**config.mk**
```make
export PLATFORM = sky130hd
export DESIGN_NAME = sine_stream_ctrl
export DESIGN_NICKNAME = d
export VERILOG_FILES = /design/src/rtl/sine_stream_ctrl.sv
export SDC_FILE = /design/constraint.sdc
export NUM_CORES = 1
export LEC_CHECK = 0
export CAP_MARGIN = 30
export CORE_MARGIN = 3
export CORE_UTILIZATION = 40
export DETAILED_ROUTE_END_ITERATION = 8
export PLACE_DENSITY_LB_ADDON = 0.2
export SLEW_MARGIN = 15
export SYNTH_ARGS = -nofsm -noshare
export SYNTH_HDL_FRONTEND = slang
export SYNTH_SLANG_ARGS = --single-unit
```
**constraint.sdc**
```tcl
create_clock -name clk -period 2.1 [get_ports clk]
set_clock_uncertainty 0.05 [all_clocks]
set_input_delay 0.315 -clock clk [delete_from_list [all_inputs] [get_ports clk]]
set_output_delay 0.315 -clock clk [all_outputs]
set_load 0.02 [all_outputs]
```
**src/rtl/sine_stream_ctrl.sv**
```systemverilog
// Streams a sine table out of a 3-port sample ROM as L=3 parallel blocks to a FIR,
// with a valid/ready handshake, optional looping and a synchronous stop.
module sine_stream_ctrl #(
  parameter int ADDR_WIDTH = 9,
  parameter int DATA_WIDTH = 16
) (
  input  logic                  clk,
  input  logic                  rst,
  input  logic                  start,
  input  logic                  stop,
  input  logic                  loop_en,
  output logic [ADDR_WIDTH-1:0] rom_addr,
  input  logic [DATA_WIDTH-1:0] rom_data_1,
  input  logic [DATA_WIDTH-1:0] rom_data_2,
  input  logic [DATA_WIDTH-1:0] rom_data_3,
  output logic [DATA_WIDTH-1:0] x0,
  output logic [DATA_WIDTH-1:0] x1,
  output logic [DATA_WIDTH-1:0] x2,
  output logic                  out_valid,
  input  logic                  out_ready,
  output logic                  busy,
  output logic                  done,
  output logic [ADDR_WIDTH-1:0] block_count
);

  localparam int NBLK = (2 ** ADDR_WIDTH) / 3;
  localparam logic [ADDR_WIDTH-1:0] LAST_BASE = ADDR_WIDTH'(3 * (NBLK - 1));

  typedef enum logic [1:0] {IDLE, LOAD, STREAM, DONE} state_t;

  state_t                  state, state_n;
  logic [ADDR_WIDTH-1:0]   rom_addr_n, block_count_n, next_base;
  logic [DATA_WIDTH-1:0]   x0_n, x1_n, x2_n;
  logic                    out_valid_n;

  // rom_addr always points one block ahead of x0..x2, so in STREAM it reads 0
  // exactly when the block on the outputs is the one at LAST_BASE.
  assign next_base = (rom_addr == LAST_BASE) ? '0 : rom_addr + ADDR_WIDTH'(3);

  always_ff @(posedge clk or posedge rst) begin
    if (rst) begin
      state       <= IDLE;
      rom_addr    <= '0;
      x0          <= '0;
      x1          <= '0;
      x2          <= '0;
      out_valid   <= 1'b0;
      block_count <= '0;
    end else begin
      state       <= state_n;
      rom_addr    <= rom_addr_n;
      x0          <= x0_n;
      x1          <= x1_n;
      x2          <= x2_n;
      out_valid   <= out_valid_n;
      block_count <= block_count_n;
    end
  end

  always_comb begin
    state_n       = state;
    rom_addr_n    = rom_addr;
    x0_n          = x0;
    x1_n          = x1;
    x2_n          = x2;
    out_valid_n   = out_valid;
    block_count_n = block_count;
    if (stop) begin
      state_n     = IDLE;
      out_valid_n = 1'b0;
      rom_addr_n  = '0;
    end else begin
      case (state)
        IDLE: begin
          if (start) begin
            state_n       = LOAD;
            rom_addr_n    = '0;
            block_count_n = '0;
          end
        end
        LOAD: begin
          x0_n        = rom_data_1;
          x1_n        = rom_data_2;
          x2_n        = rom_data_3;
          out_valid_n = 1'b1;
          rom_addr_n  = next_base;
          state_n     = STREAM;
        end
        STREAM: begin
          if (out_valid && out_ready) begin
            block_count_n = block_count + ADDR_WIDTH'(1);
            if (rom_addr == '0 && !loop_en) begin
              out_valid_n = 1'b0;
              state_n     = DONE;
            end else begin
              x0_n       = rom_data_1;
              x1_n       = rom_data_2;
              x2_n       = rom_data_3;
              rom_addr_n = next_base;
            end
          end
        end
        DONE: state_n = IDLE;
        default: state_n = IDLE;
      endcase
    end
  end

  assign busy = (state == LOAD) || (state == STREAM);
  assign done = (state == DONE);

endmodule

```
# Word level (Yosys, flattened, before mapping)
# Index checks and enable logic that the tools add are counted.
dict set report totals {
  mem_bits_ro 0
  memories 0
  mem_bits_rw 0
  latch_bits 0
  ff_bits 69
}
dict set report classes {
  n_mul 0
  muxes 26
  reduce_logical 15
  eq_ne 11
  div_mod_pow 0
  n_addsub 2
  magnitude_cmp 0
  bitwise 1
  shifts 0
}
# op n
set ops {}
lappend ops {{$mux W16} 6}
lappend ops {{$pmux W16 S2} 3}
lappend ops {{$mux W9} 6}
lappend ops {{$pmux W9 S3} 1}
lappend ops {{$pmux W9 S2} 1}
lappend ops {{$ne A3 B3 Y1 const B} 4}
lappend ops {{$reduce_and A4 Y1} 3}
lappend ops {{$add A9 B1 Y9 const B} 1}
lappend ops {{$add A9 B2 Y9 const B} 1}
lappend ops {{$eq A9 B9 Y1 const B} 1}
lappend ops {{$logic_not A9 Y1} 1}
lappend ops {{$mux W2} 4}
lappend ops {{$pmux W2 S4} 1}
lappend ops {{$ne A2 B2 Y1 const B} 3}
lappend ops {{$reduce_and A3 Y1} 2}
lappend ops {{$eq A2 B2 Y1 const B} 2}
lappend ops {{$reduce_bool A2 Y1} 2}
lappend ops {{$reduce_bool A4 Y1} 1}
lappend ops {{$mux W1} 3}
lappend ops {{$reduce_bool A3 Y1} 1}
lappend ops {{$eq A2 B1 Y1 const B} 1}
lappend ops {{$logic_and A1 B1 Y1} 2}
lappend ops {{$logic_not A2 Y1} 1}
lappend ops {{$pmux W1 S2} 1}
lappend ops {{3 further kinds} 3}

# Longest topological paths before layout
dict set report logic_depth {
  word_depth 6
  depth_mapped 8
}

# Worst setup path before layout
# No wires, ideal clock.
dict set report synth_path {
  kind {reg2reg}
  start {register state[0]}
  end {register block_count[5]}
  arrival_time_ns 2.172
  slack_ns -0.200
  stages_incl_launch_ff 9
  synth_period_minus_slack_ns 2.300
  t_required_ns 1.972
  cell_sequence {dfrtp_1 > inv_1 > ha_1 > buf_4 > a21boi_1 > or4b_4 > buf_6 > or4_1 > a21oi_1}
}
dict set report synth_via {
  elab_chain_len 3
}
# element line
set synth_lines {}
lappend synth_lines {{start: declaration} 31} ;# state_t state, state_n;
lappend synth_lines {{start signal: assignment} 50} ;# state <= state_n;
lappend synth_lines {{$eq A2 B2 Y1 or $logic_not A2 Y1 (tied branches)} 73} ;# case (state)
lappend synth_lines {{$ne A2 B2 Y1 (no source line) or $reduce_bool A2 Y1 (tied branches)} -}
lappend synth_lines {{$reduce_and A4 Y1 (no source line)} -}
lappend synth_lines {{end signal: assignment} 56} ;# block_count <= block_count_n;
lappend synth_lines {{end: declaration} 23} ;# output logic [ADDR_WIDTH-1:0] block_count
# Parallel ways exist; a longest one is shown, timed or not.
# A chain may end at the register's enable or synchronous reset.

# Worst setup path after layout
dict set report layout_path {
  start {register rom_addr[1]}
  end {register x1[8]}
}
dict set report layout_via {
  elab_chain_len 4
}
# element line
set layout_lines {}
lappend layout_lines {{start: declaration} 12} ;# output logic [ADDR_WIDTH-1:0] rom_addr,
lappend layout_lines {{start signal: assignment} 51} ;# rom_addr <= rom_addr_n;
lappend layout_lines {{$logic_not A9 Y1} 92} ;# if (rom_addr == '0 && !loop_en) begin
lappend layout_lines {{$logic_and A1 B1 Y1} 92}
lappend layout_lines {{$ne A2 B2 Y1 (no source line)} -}
lappend layout_lines {{$reduce_and A4 Y1 (no source line)} -}
lappend layout_lines {{end signal: assignment} 53} ;# x1 <= x1_n;
lappend layout_lines {{end: declaration} 17} ;# output logic [DATA_WIDTH-1:0] x1,
# No other way between the ends.

==> results.md <==
- Most frequent cells in the layout: clkdlybuf4s50_1 (120), dfrtp_1 (67), buf_4 (33)
- Crit path largest cell delay: about 410 ps
- Setup TNS: 0 ps
- CTS Root Cell: clkbuf_8
- Syn avg cell area: between 10 and 15 um2
- Hold Violations, Final: 0
- Placed Area: 4861 um2
- DR pass1 iterations: 5
- Synth Instances: around 250
- R2r endpoint: x1[8]$_DFFE_PP0P_
- Chip height: around 96 um
- Pin count of the biggest net entering global routing: 34
- I/O pin cnt: about 120
- Syn. warnings: 0
- Total CTS buffers: 9
- Core Rows: 32
- RSZ-0062 raised after global routing: yes
- #FFs+latches synth: slightly below 70
- Cell chain of the critical path: inv_1 -> ha_1 -> or3b_4 -> o31ai_4 -> a21oi_4 -> buf_12 -> mux2_4
- Slowest cell on the critical path: or3b_4
- XOR/XNOR Fraction of Synth Area: 0.002687
- First-pass GRT wire length: roughly 13 mm
- Placed Instances: 500
- Gr usage total: 0.1784
- DRC: 0
- Compound-Gate Fraction of Synth Area: 0.09866
- Post-synth ARST share: 1.000
- Die area: about 9000 um2
- Via/cell ratio: around 5
- Post-route minimum period: between 2000 and 2500 ps
- DPL Wire Length: 6.038 mm
- DRT antenna net count: 0
- Syn nets: about 320
- # port buffers: ~120
- Max-cap violations: 0
- # fillers: roughly 630
- Buf/Inv on CP: 2
- Relative slew slack: 0.6991
- Area growth syn-to-layout: 58.43%
- Worst Tran Pin Value: around 450 ps
- Adder-cell area share of the yosys netlist: 0.03071
- Fin cells: around 520
- Clock Sinks: 69
- Simple-gate area share of the yosys netlist: 0.1002
- Final WL: slightly above 8 mm
- CP Class: reg2reg
- Worst Path Required: about 2300 ps
- Slew Limit Fails: 0
- Mapped cell area: between 3000 and 4000 um2
- WL per Instance: 15.92 um
- Worst-Skew Late Latency: ~330 ps
- Routability cong.: a little over 0.8
- Post-cts hold buffer count: 0
- 1st-iter DRT viols: 39
- Leak: roughly 2.2 nW
- CTS tree: yes
- Die Wd: about 96 um
- Initial Util: 0.4175
- Max Clk Rate: between 400 and 500 MHz
- Number of global-route vias before repair: roughly 2700
- Post-route total power: a little over 7 mW
- # diodes: 0
- CTS Buffer Depth: 2
- Crit path DAT: roughly 2300 ps
- Finished Cell Area: approximately 5200 um2
- Post-synth EDFFs: 0
- R2R setup slack: about 15 ps
- PD cells: about 1400 nW/um2
- Tcrit/Tclk final: 0.9926
- Delay-heaviest family, CP: simple AND/OR/NAND/NOR gates
- DR vias: between 2000 and 3000
- Seq/Total Area, Yosys: 0.5298
- FF-to-FF path depth: 7
- Hold Path Class: in2async
- Placeable core area: just under 8000 um2
- Status: finished clean
- Commonest non-fill, non-tap cell in the layout: clkdlybuf4s50_1
- Critical path peak fanout: 33
- WHS: roughly 290 ps
- Worst Setup End Kind: flip-flop
- Initial antenna violation count: 0
- Clock slew at reported path FFs: approximately 80 ps
- Nets: 477
- Mux contribution to synthesized area: 0.1988
- Netlist cell types: 45
- Total grt overflow: 0
- Critical Path Start Type: flip-flop
- Commonest register cell after synthesis: dfrtp_1
- Htree depth: 3
- Largest family of logic cells by synthesized area: multiplexers
- Maximum VDD drop: 0.0006606 V
- Layout cells sized above 1: 0.3095
- Worst flop-to-flop path startpoint: rom_addr[1]$_DFFE_PP0P_
- Final-report setup violation count: 0
## layout make-up
type                            instances  area, um2  area share
Sequential cell                        69       1729      0.3349
Timing Repair Buffer                  159       1538      0.2978
Multi-Input combinational cell        162       1515      0.2934
Tap cell                              102      127.6     0.02472
Clock buffer                            9      123.9     0.02399
Clock inverter                          7      73.82     0.01430
Inverter                               14      56.30     0.01090
## kinds of logic (layout without fill, tap and decap cells)
group	Yosys count	in the layout
flops	69	69
simple gates	57	58
mux	51	51
compound gates	44	44
buf+inv	24	189
fa+ha+maj	8	8
xor+xnor	1	1
## cell usage after synthesis (all sizes together), types with 2 or more instances
cell     n  area share
dfrtp   69        0.53
mux2    50        0.20
inv     14       0.016
nor2    13       0.015
a21oi   11       0.018
buf      9       0.022
ha       8       0.031
nand2    8      0.0092
o21ai    7       0.011
a22o     6       0.016
o221ai   6       0.016
o31ai    5       0.016
or4      5       0.013
nor3     4      0.0061
or3      4      0.0077
nand3    3      0.0046
nor4     3      0.0058
or3b     3      0.0081
nand2b   2      0.0038
nand4    2      0.0038
nor2b    2      0.0038
nor3b    2      0.0046
o211ai   2      0.0046
o21bai   2      0.0046
## registers in the layout (all words and copies together) (netlist names)
register and flops:
x1 16, x0 16, block_count 9, rom_addr 9, out_valid 1, x2 16, state 2
## what timing repair did
item | in CTS | in global routing
resized for setup | 5 | 10
setup endpoints to repair | 59 | 55
pin swaps | 4 | 8
cloned | 1 | 0
buffers inserted | 5 | 0
## power by group
group / switching [mW] / total (mW) / internal (mW)
clock: 0.536 / 1.09 / 0.553
combinational: 1.78 / 3.99 / 2.21
sequential: 0.291 / 2.17 / 1.87
total: 2.61 / 7.25 / 4.64
## how the worst max path moves through the flow
stage                            start                    endpoint  cells after the start
5_1_grt        rom_addr[1]$_DFFE_PP0P_          x2[12]$_DFFE_PP0P_                      7
2_1_floorplan     state[0]$_DFFE_PP0P_  block_count[5]$_DFFE_PP0P_                      8
6_report       rom_addr[1]$_DFFE_PP0P_           x1[8]$_DFFE_PP0P_                      7
4_1_cts           state[1]$_DFFE_PP0P_  block_count[6]$_DFFE_PP0P_                      5
3_3_place_gp                      stop     rom_addr[0]$_DFFE_PP0P_                      6
3_5_place_dp                      stop     rom_addr[0]$_DFFE_PP0P_                      6
## per-stage QoR
step	util	setup WS, ps
after floorplan	-	-80.39
after global placement	0.6226	-286.0
after detailed placement	0.6226	-389.0
after CTS	0.6548	3.087
after global routing	0.6614	-62.62
final	0.6614	15.48
## per-layer routing
metal / part of all wire / vias up / GRT usage
met2: 0.49 / 86 / 0.3059
met4: 0.011 / 0 / 0.05924
met1: 0.43 / 1269 / 0.2221
li1: - / 1249 / -
met3: 0.067 / 11 / 0.03831
met5: 0 / - / 0
(Power assumes the default switching activity.)
